## config.mk

```make
export PLATFORM = sky130hd
export DESIGN_NAME = rll_key_loader_flat
export DESIGN_NICKNAME = d
export VERILOG_FILES = /design/src/rtl/rll_key_pkg.sv /design/src/rtl/rll_key_loader_if.sv /design/src/rtl/rll_key_shadow_sreg.sv /design/src/rtl/rll_key_loader.sv /design/src/flat_wrapper.sv
export SDC_FILE = /design/constraint.sdc
export NUM_CORES = 1
export LEC_CHECK = 0
export BUFFER_PORTS_ARGS = -buffer_cell sky130_fd_sc_hd__buf_2
export CAP_MARGIN = 20
export CORE_UTILIZATION = 35
export CTS_CLUSTER_DIAMETER = 150
export DETAILED_ROUTE_END_ITERATION = 10
export PLACE_DENSITY = 0.52
export SETUP_SLACK_MARGIN = 0.05
export SLEW_MARGIN = 20
export SYNTH_ARGS = -nofsm -noshare
export SYNTH_HDL_FRONTEND = slang
export SYNTH_SLANG_ARGS = --single-unit
```

## constraint.sdc

```tcl
create_clock -name clk -period 3.7 [get_ports clk]
set_input_delay 0 -clock clk [delete_from_list [all_inputs] [get_ports clk]]
set_output_delay 0 -clock clk [all_outputs]
set_load 0.01 [all_outputs]
```

## src/rtl/rll_key_pkg.sv

```systemverilog
// Shared types and constants for the RLL key loader.
package rll_key_pkg;

  localparam int KEY_W_DEF = 32;

  typedef enum logic [1:0] {
    ST_IDLE   = 2'd0,
    ST_SHIFT  = 2'd1,
    ST_PARITY = 2'd2,
    ST_COMMIT = 2'd3
  } state_t;

  // Counter must be able to hold KEY_W itself (saturation value).
  function automatic int cnt_width(input int key_w);
    return $clog2(key_w + 1);
  endfunction

endpackage

```

## src/rtl/rll_key_loader_if.sv

```systemverilog
// Serial key link plus committed-key bus of the RLL key loader.
interface rll_key_loader_if #(
  parameter int KEY_W = rll_key_pkg::KEY_W_DEF
) ();

  logic             load_start;
  logic             key_clear;
  logic             key_valid;
  logic             key_bit;
  logic             key_ready;
  logic [KEY_W-1:0] key_out;
  logic             key_locked;
  logic             busy;
  logic             err;

  modport master (
    output load_start, key_clear, key_valid, key_bit,
    input  key_ready, key_out, key_locked, busy, err
  );

  modport slave (
    input  load_start, key_clear, key_valid, key_bit,
    output key_ready, key_out, key_locked, busy, err
  );

endinterface

```

## src/rtl/rll_key_shadow_sreg.sv

```systemverilog
// Shadow register for the key under assembly: indexed bit write, clear,
// and running XOR of all bits written since the last clear.
module rll_key_shadow_sreg
  import rll_key_pkg::*;
#(
  parameter int KEY_W = KEY_W_DEF,
  parameter int IDX_W = cnt_width(KEY_W)
) (
  input  logic             clk,
  input  logic             rst,
  input  logic             i_clr,
  input  logic             i_we,
  input  logic [IDX_W-1:0] i_idx,
  input  logic             i_bit,
  output logic [KEY_W-1:0] o_shadow,
  output logic             o_parity
);

  logic [KEY_W-1:0] r_shadow;
  logic             r_par;

  // Each index is written at most once between clears (the caller's counter
  // only increments), so toggling by the written bit tracks XOR of the shadow.
  always_ff @(posedge clk or posedge rst) begin
    if (rst) begin
      r_shadow <= '0;
      r_par    <= 1'b0;
    end else if (i_clr) begin
      r_shadow <= '0;
      r_par    <= 1'b0;
    end else if (i_we) begin
      for (int unsigned i = 0; i < KEY_W; i++) begin
        if (i_idx == IDX_W'(i)) r_shadow[i] <= i_bit;
      end
      if (i_idx < IDX_W'(KEY_W)) r_par <= r_par ^ i_bit;
    end
  end

  assign o_shadow = r_shadow;
  assign o_parity = r_par;

endmodule

```

## src/rtl/rll_key_loader.sv

```systemverilog
// Serial-in key loader with atomic commit onto the parallel key bus feeding
// an RLL-locked netlist. Define RLL_KEY_PARITY_EN to require a trailing
// even-parity bit after the key bits.
module rll_key_loader
  import rll_key_pkg::*;
#(
  parameter int               KEY_W     = KEY_W_DEF,
  parameter logic [KEY_W-1:0] RESET_KEY = '0
) (
  input logic               clk,
  input logic               rst,
  rll_key_loader_if.slave   bus
);

  localparam int CNT_W = cnt_width(KEY_W);

  state_t           r_state;
  logic [CNT_W-1:0] r_cnt;
  logic [KEY_W-1:0] r_key_out;
  logic             r_locked;
  logic [KEY_W-1:0] w_shadow;
  logic             w_ready;
  logic             w_beat;
  logic             w_start;
  logic             w_shift_beat;
  logic             w_last;

  assign w_ready      = (r_state == ST_SHIFT) || (r_state == ST_PARITY);
  assign w_beat       = bus.key_valid && w_ready;
  assign w_start      = bus.load_start && (r_state != ST_COMMIT);
  assign w_shift_beat = w_beat && (r_state == ST_SHIFT) && !w_start;
  assign w_last       = (r_cnt == CNT_W'(KEY_W - 1));

`ifdef RLL_KEY_PARITY_EN
  logic w_parity;
  logic w_par_beat;
  logic w_par_ok;
  logic r_err;

  assign w_par_beat = w_beat && (r_state == ST_PARITY) && !w_start;
  assign w_par_ok   = ~(w_parity ^ bus.key_bit);

  // Sticky parity failure, cleared by an accepted load_start.
  always_ff @(posedge clk or posedge rst) begin
    if (rst)                          r_err <= 1'b0;
    else if (w_start)                 r_err <= 1'b0;
    else if (w_par_beat && !w_par_ok) r_err <= 1'b1;
  end

  assign bus.err = r_err;
`else
  assign bus.err = 1'b0;
`endif

  // Load FSM: restart wins over a beat in the same cycle.
  always_ff @(posedge clk or posedge rst) begin
    if (rst) begin
      r_state <= ST_IDLE;
    end else begin
      case (r_state)
        ST_IDLE: if (bus.load_start) r_state <= ST_SHIFT;
        ST_SHIFT: begin
          if (w_start) r_state <= ST_SHIFT;
`ifdef RLL_KEY_PARITY_EN
          else if (w_shift_beat && w_last) r_state <= ST_PARITY;
`else
          else if (w_shift_beat && w_last) r_state <= ST_COMMIT;
`endif
        end
        ST_PARITY: begin
`ifdef RLL_KEY_PARITY_EN
          if (w_start)         r_state <= ST_SHIFT;
          else if (w_par_beat) r_state <= w_par_ok ? ST_COMMIT : ST_IDLE;
`else
          r_state <= ST_IDLE;
`endif
        end
        ST_COMMIT: r_state <= ST_IDLE;
        default:   r_state <= ST_IDLE;
      endcase
    end
  end

  // Beat counter, saturating at KEY_W.
  always_ff @(posedge clk or posedge rst) begin
    if (rst)                                          r_cnt <= '0;
    else if (w_start)                                 r_cnt <= '0;
    else if (w_shift_beat && r_cnt != CNT_W'(KEY_W)) r_cnt <= r_cnt + CNT_W'(1);
  end

  rll_key_shadow_sreg #(
    .KEY_W (KEY_W),
    .IDX_W (CNT_W)
  ) u_shadow (
    .clk      (clk),
    .rst      (rst),
    .i_clr    (w_start),
    .i_we     (w_shift_beat),
    .i_idx    (r_cnt),
    .i_bit    (bus.key_bit),
    .o_shadow (w_shadow),
`ifdef RLL_KEY_PARITY_EN
    .o_parity (w_parity)
`else
    .o_parity ()
`endif
  );

  // Commit register: clear has priority over a same-cycle commit.
  always_ff @(posedge clk or posedge rst) begin
    if (rst) begin
      r_key_out <= RESET_KEY;
      r_locked  <= 1'b0;
    end else if (bus.key_clear) begin
      r_key_out <= RESET_KEY;
      r_locked  <= 1'b0;
    end else if (r_state == ST_COMMIT) begin
      r_key_out <= w_shadow;
      r_locked  <= 1'b1;
    end
  end

  assign bus.key_ready  = w_ready;
  assign bus.busy       = (r_state != ST_IDLE);
  assign bus.key_out    = r_key_out;
  assign bus.key_locked = r_locked;

endmodule

```

## src/flat_wrapper.sv

```systemverilog
// flat-port wrapper written by rule: the top's interface ports become plain ports
module rll_key_loader_flat import rll_key_pkg::*;
#(
  parameter int               KEY_W     = KEY_W_DEF,
  parameter logic [KEY_W-1:0] RESET_KEY = '0
)
  (clk, rst, bus_load_start, bus_key_clear, bus_key_valid, bus_key_bit, bus_key_ready, bus_key_out, bus_key_locked, bus_busy, bus_err);
  rll_key_loader_if #(.KEY_W(KEY_W)) bus_i ();
  input logic clk;
  input logic rst;
  input wire logic [$bits(bus_i.load_start)-1:0] bus_load_start;
  input wire logic [$bits(bus_i.key_clear)-1:0] bus_key_clear;
  input wire logic [$bits(bus_i.key_valid)-1:0] bus_key_valid;
  input wire logic [$bits(bus_i.key_bit)-1:0] bus_key_bit;
  output wire logic [$bits(bus_i.key_ready)-1:0] bus_key_ready;
  output wire logic [$bits(bus_i.key_out)-1:0] bus_key_out;
  output wire logic [$bits(bus_i.key_locked)-1:0] bus_key_locked;
  output wire logic [$bits(bus_i.busy)-1:0] bus_busy;
  output wire logic [$bits(bus_i.err)-1:0] bus_err;
  assign bus_i.load_start = bus_load_start;
  assign bus_i.key_clear = bus_key_clear;
  assign bus_i.key_valid = bus_key_valid;
  assign bus_i.key_bit = bus_key_bit;
  assign bus_key_ready = bus_i.key_ready;
  assign bus_key_out = bus_i.key_out;
  assign bus_key_locked = bus_i.key_locked;
  assign bus_busy = bus_i.busy;
  assign bus_err = bus_i.err;
  rll_key_loader #(.KEY_W(KEY_W), .RESET_KEY(RESET_KEY)) u_core (.clk(clk), .rst(rst), .bus(bus_i));
endmodule
```

==> key figures <==
Final layout
  • N_diodes: 0
  • Fraction of final layout cells sized beyond drive strength 1: 17.5%
  • Fin nets: roughly 370
  • Layout area overhead: 12.4%

Hold path
  • Hold path startpoint: bus_load_start
  • Worst min-delay path category: in -> reg

Die
  • Core Region: around 9400 um^2
  • Row count: 35
  • Starting Density: 36.8%
  • Die area: 10300 um^2
  • Die Height: roughly 100 um
  • Die width: 101 um
  • I/O pin cnt: 42

Clock network
  • Clock root buffer: clkbuf_8
  • CTS tree: yes
  • Longest Clk Path Bufs: 2
  • Post-CTS setup buffers: 0
  • Worst skew pair latency: between 0.3 and 0.4 ns
  • CTS Buf Count: 9
  • Post_cts resized: 0
  • Sink Count: 73
  • # H-tree levels: 3
  • Hold-fix buffers at CTS: 2
  • Clock transition at path regs: around 0.080 ns

Logic synthesis
  • Count leader, synth: dfrtp_1
  • Top post-synthesis cells by count: dfrtp_1 (73), mux2i_1 (64), nand2_1 (38), nor2_1 (35), nand3_1 (31)
  • Total number of yosys warnings: 0
  • Avg Inst Size Synth: approximately 11 um^2
  • Cell variety after synth: 34
  • Register bit total from synthesis: 73
  • Synth Instances: about 320
  • Synth top area cells: dfrtp_1 (53%), mux2i_1 (19%), nand3_1 (4.5%)
  • Top cell type's share of synthesized area: 53.0%
  • Mapped Nets: 338
  • EDFF count, synth: 0
  • Sequential share of the synthesized area: between 50% and 60%
  • Post-Syn Area: between 3000 and 4000 um^2
  • Main synth FF type: dfrtp_1
  • Post-synth ARST share: 100%
  • Synth area leader: dfrtp_1

Power
  • Switch Pwr: 0.000368 W
  • Worst VDD drop: around 160 uV
  • Comb power frac: a little over 5%
  • Net Sw Frac: roughly a quarter
  • Internal power: approximately 0.0011 W
  • Clock power frac: 41.1%
  • Power density over the cells: around 390 nW/um^2
  • Sequential share of power: approximately 54%
  • Leak Pwr: about 1.9 nW

Timing
  • RSZ-0062 raised after global routing: false
  • Worst Skew: 0.00921 ns
  • Tmin final: 2.14 ns
  • Final period util: between 50% and 60%
  • Worst Tran Pin Value: roughly 0.97 ns
  • Final Hold Vio Count: 0
  • Max_slew headroom: 35.3%
  • Fin worst setup slack: 1.56 ns
  • Achievable Freq: 0.468 GHz
  • Final TNS setup: 0 ns
  • Final Max Slew Viols: 0
  • Final-report setup violation count: 0

GRT
  • Pin count of the biggest net entering global routing: 40
  • Remaining global-route overflow: 0
  • Antenna violations before repair: 0
  • Global-route wire length before repair: about 12000 um
  • Global router's overall resource usage: around 16%
  • Number of global-route vias before repair: 2405

Place
  • IO Port Bufs: 40
  • RePlAce Congestion: 0.734
  • Setup WS pre-CTS: between 1.5 and 2 ns
  • DP Wirelength: about 4600 um

Detailed routing
  • Antenna viol nets, final: 0
  • WL per Instance: 15.1 um
  • DR pass1 iterations: 4
  • Remaining DRCs: 0
  • Routed via count: roughly 2400
  • Drt first-iter violations: 86
  • Total routed wirelength: between 7000 and 8000 um
  • Vias/cell: slightly below 5

Critical path
  • Required time of the critical path: between 3 and 4 ns
  • Reg-to-Reg Start: u_core.r_state[1]$_DFFE_PP0P_
  • Critical Path Start: u_core.r_state[1]$_DFFE_PP0P_
  • Startpoint types: flip-flop
  • Crit end category: flip-flop
  • Crit path arrival time: ~2.4 ns
  • Critical path type: reg -> reg
  • Critical Path Fanout Max: 35

Run
  • Max Cap Violations: 0

Outcome
  • Status: complete, no violations
-- critical path: stages, from the launching register on --
cell and delay, ns:
dfrtp_1 0.40, ha_2 0.19, nand2b_1 0.09, buf_4 0.34, nand2_1 0.65, mux2i_1 0.37
-- final timing paths --
| kind | to | slack (ns) | depth (start not counted) |
|---|---|---|---|
| worst max-delay path | u_core.u_shadow.o_shadow[2]$_DFFE_PP0P_ | 1.56 | 5 |
| worst min-delay path | u_core.r_state[1]$_DFFE_PP0P_ | 0.05 | 3 |
| worst max register to register | u_core.u_shadow.o_shadow[2]$_DFFE_PP0P_ | 1.56 | 5 |
| worst min register to register | u_core.bus.key_locked$_DFFE_PP0P_ | 0.50 | 2 |
| max in group asynchronous | u_core.u_shadow.o_shadow[1]$_DFFE_PP0P_ | 2.38 | 4 |
| min in group asynchronous | u_core.bus.key_out[5]$_DFFE_PP0P_ | 0.33 | 3 |
-- per-layer routing --
metal | global-route usage (%) | wire [um]
met4 | 5.24 | 97
met3 | 3.66 | 275
met2 | 24.1 | 3260
met5 | 0 | 0
met1 | 22.1 | 3650
-- state kept, by name, summed over array words and instances (netlist names) --
name,cells
u_core.bus.key_out,32
u_core.u_shadow.o_shadow,32
u_core.r_state,2
u_core.r_cnt,6
u_core.bus.key_locked,1
-- layout make-up --
cell class	count	area, um^2
Clock buffer	11	131
Sequential cell	73	1830
Tap cell	129	161
Fill cell	960	5490
Timing Repair Buffer	45	243
Multi-Input combinational cell	215	1440
Clock inverter	4	53.8
Inverter	7	26.3
-- per-stage QoR --
step / total power [W] / instance area, um^2 / instances / utilization [%] / hold slack [ns]
floorplan: 0.000877 / 3450 / 324 / - / 0.141
global placement: 0.000898 / 3670 / 467 / 39.2 / 0.174
detailed placement: 0.000898 / 3670 / 467 / 39.2 / 0.179
CTS: 0.00151 / 3880 / 484 / 41.4 / 0.0486
global route: 0.00156 / 3880 / 484 / 41.4 / 0.0563
finish: 0.00150 / 3880 / 484 / 41.4 / 0.0505
-- power groups by stage --
stage                     Combinational, W  Clock [W]  Sequential (W)
final                            0.0000757   0.000616        0.000806
after detailed placement         0.0000767          0        0.000822
after floorplan                  0.0000575          0        0.000820
after CTS                        0.0000782   0.000626        0.000806
after global placement           0.0000760          0        0.000822
after global routing             0.0000871   0.000663        0.000807
-- cells in the final DEF, fill, tap and decap left out, types with 7 or more instances in the layout --
master    count
mux2i_1      64
ha_1          7
nand3_1      31
nor2_1       35
dfrtp_1      73
a21oi_1       8
buf_2        40
nand2_1      38
clkbuf_8      9
-- kinds of logic (layout without fill, tap and decap cells) --
kind of cell / Yosys count / in the layout / share of synthesized area (%)
AOI/OAI and AO/OA: 19 / 19 / 3.52
other: 1 / 1 / 0.109
buffers and inverters: 36 / 67 / 5.48
adders and majority gates: 8 / 8 / 2.90
and+or+nand+nor: 123 / 123 / 16.4
DFF: 73 / 73 / 53.0
muxes: 64 / 64 / 18.6
No activity file was read; power rests on OpenSTA's default activity.
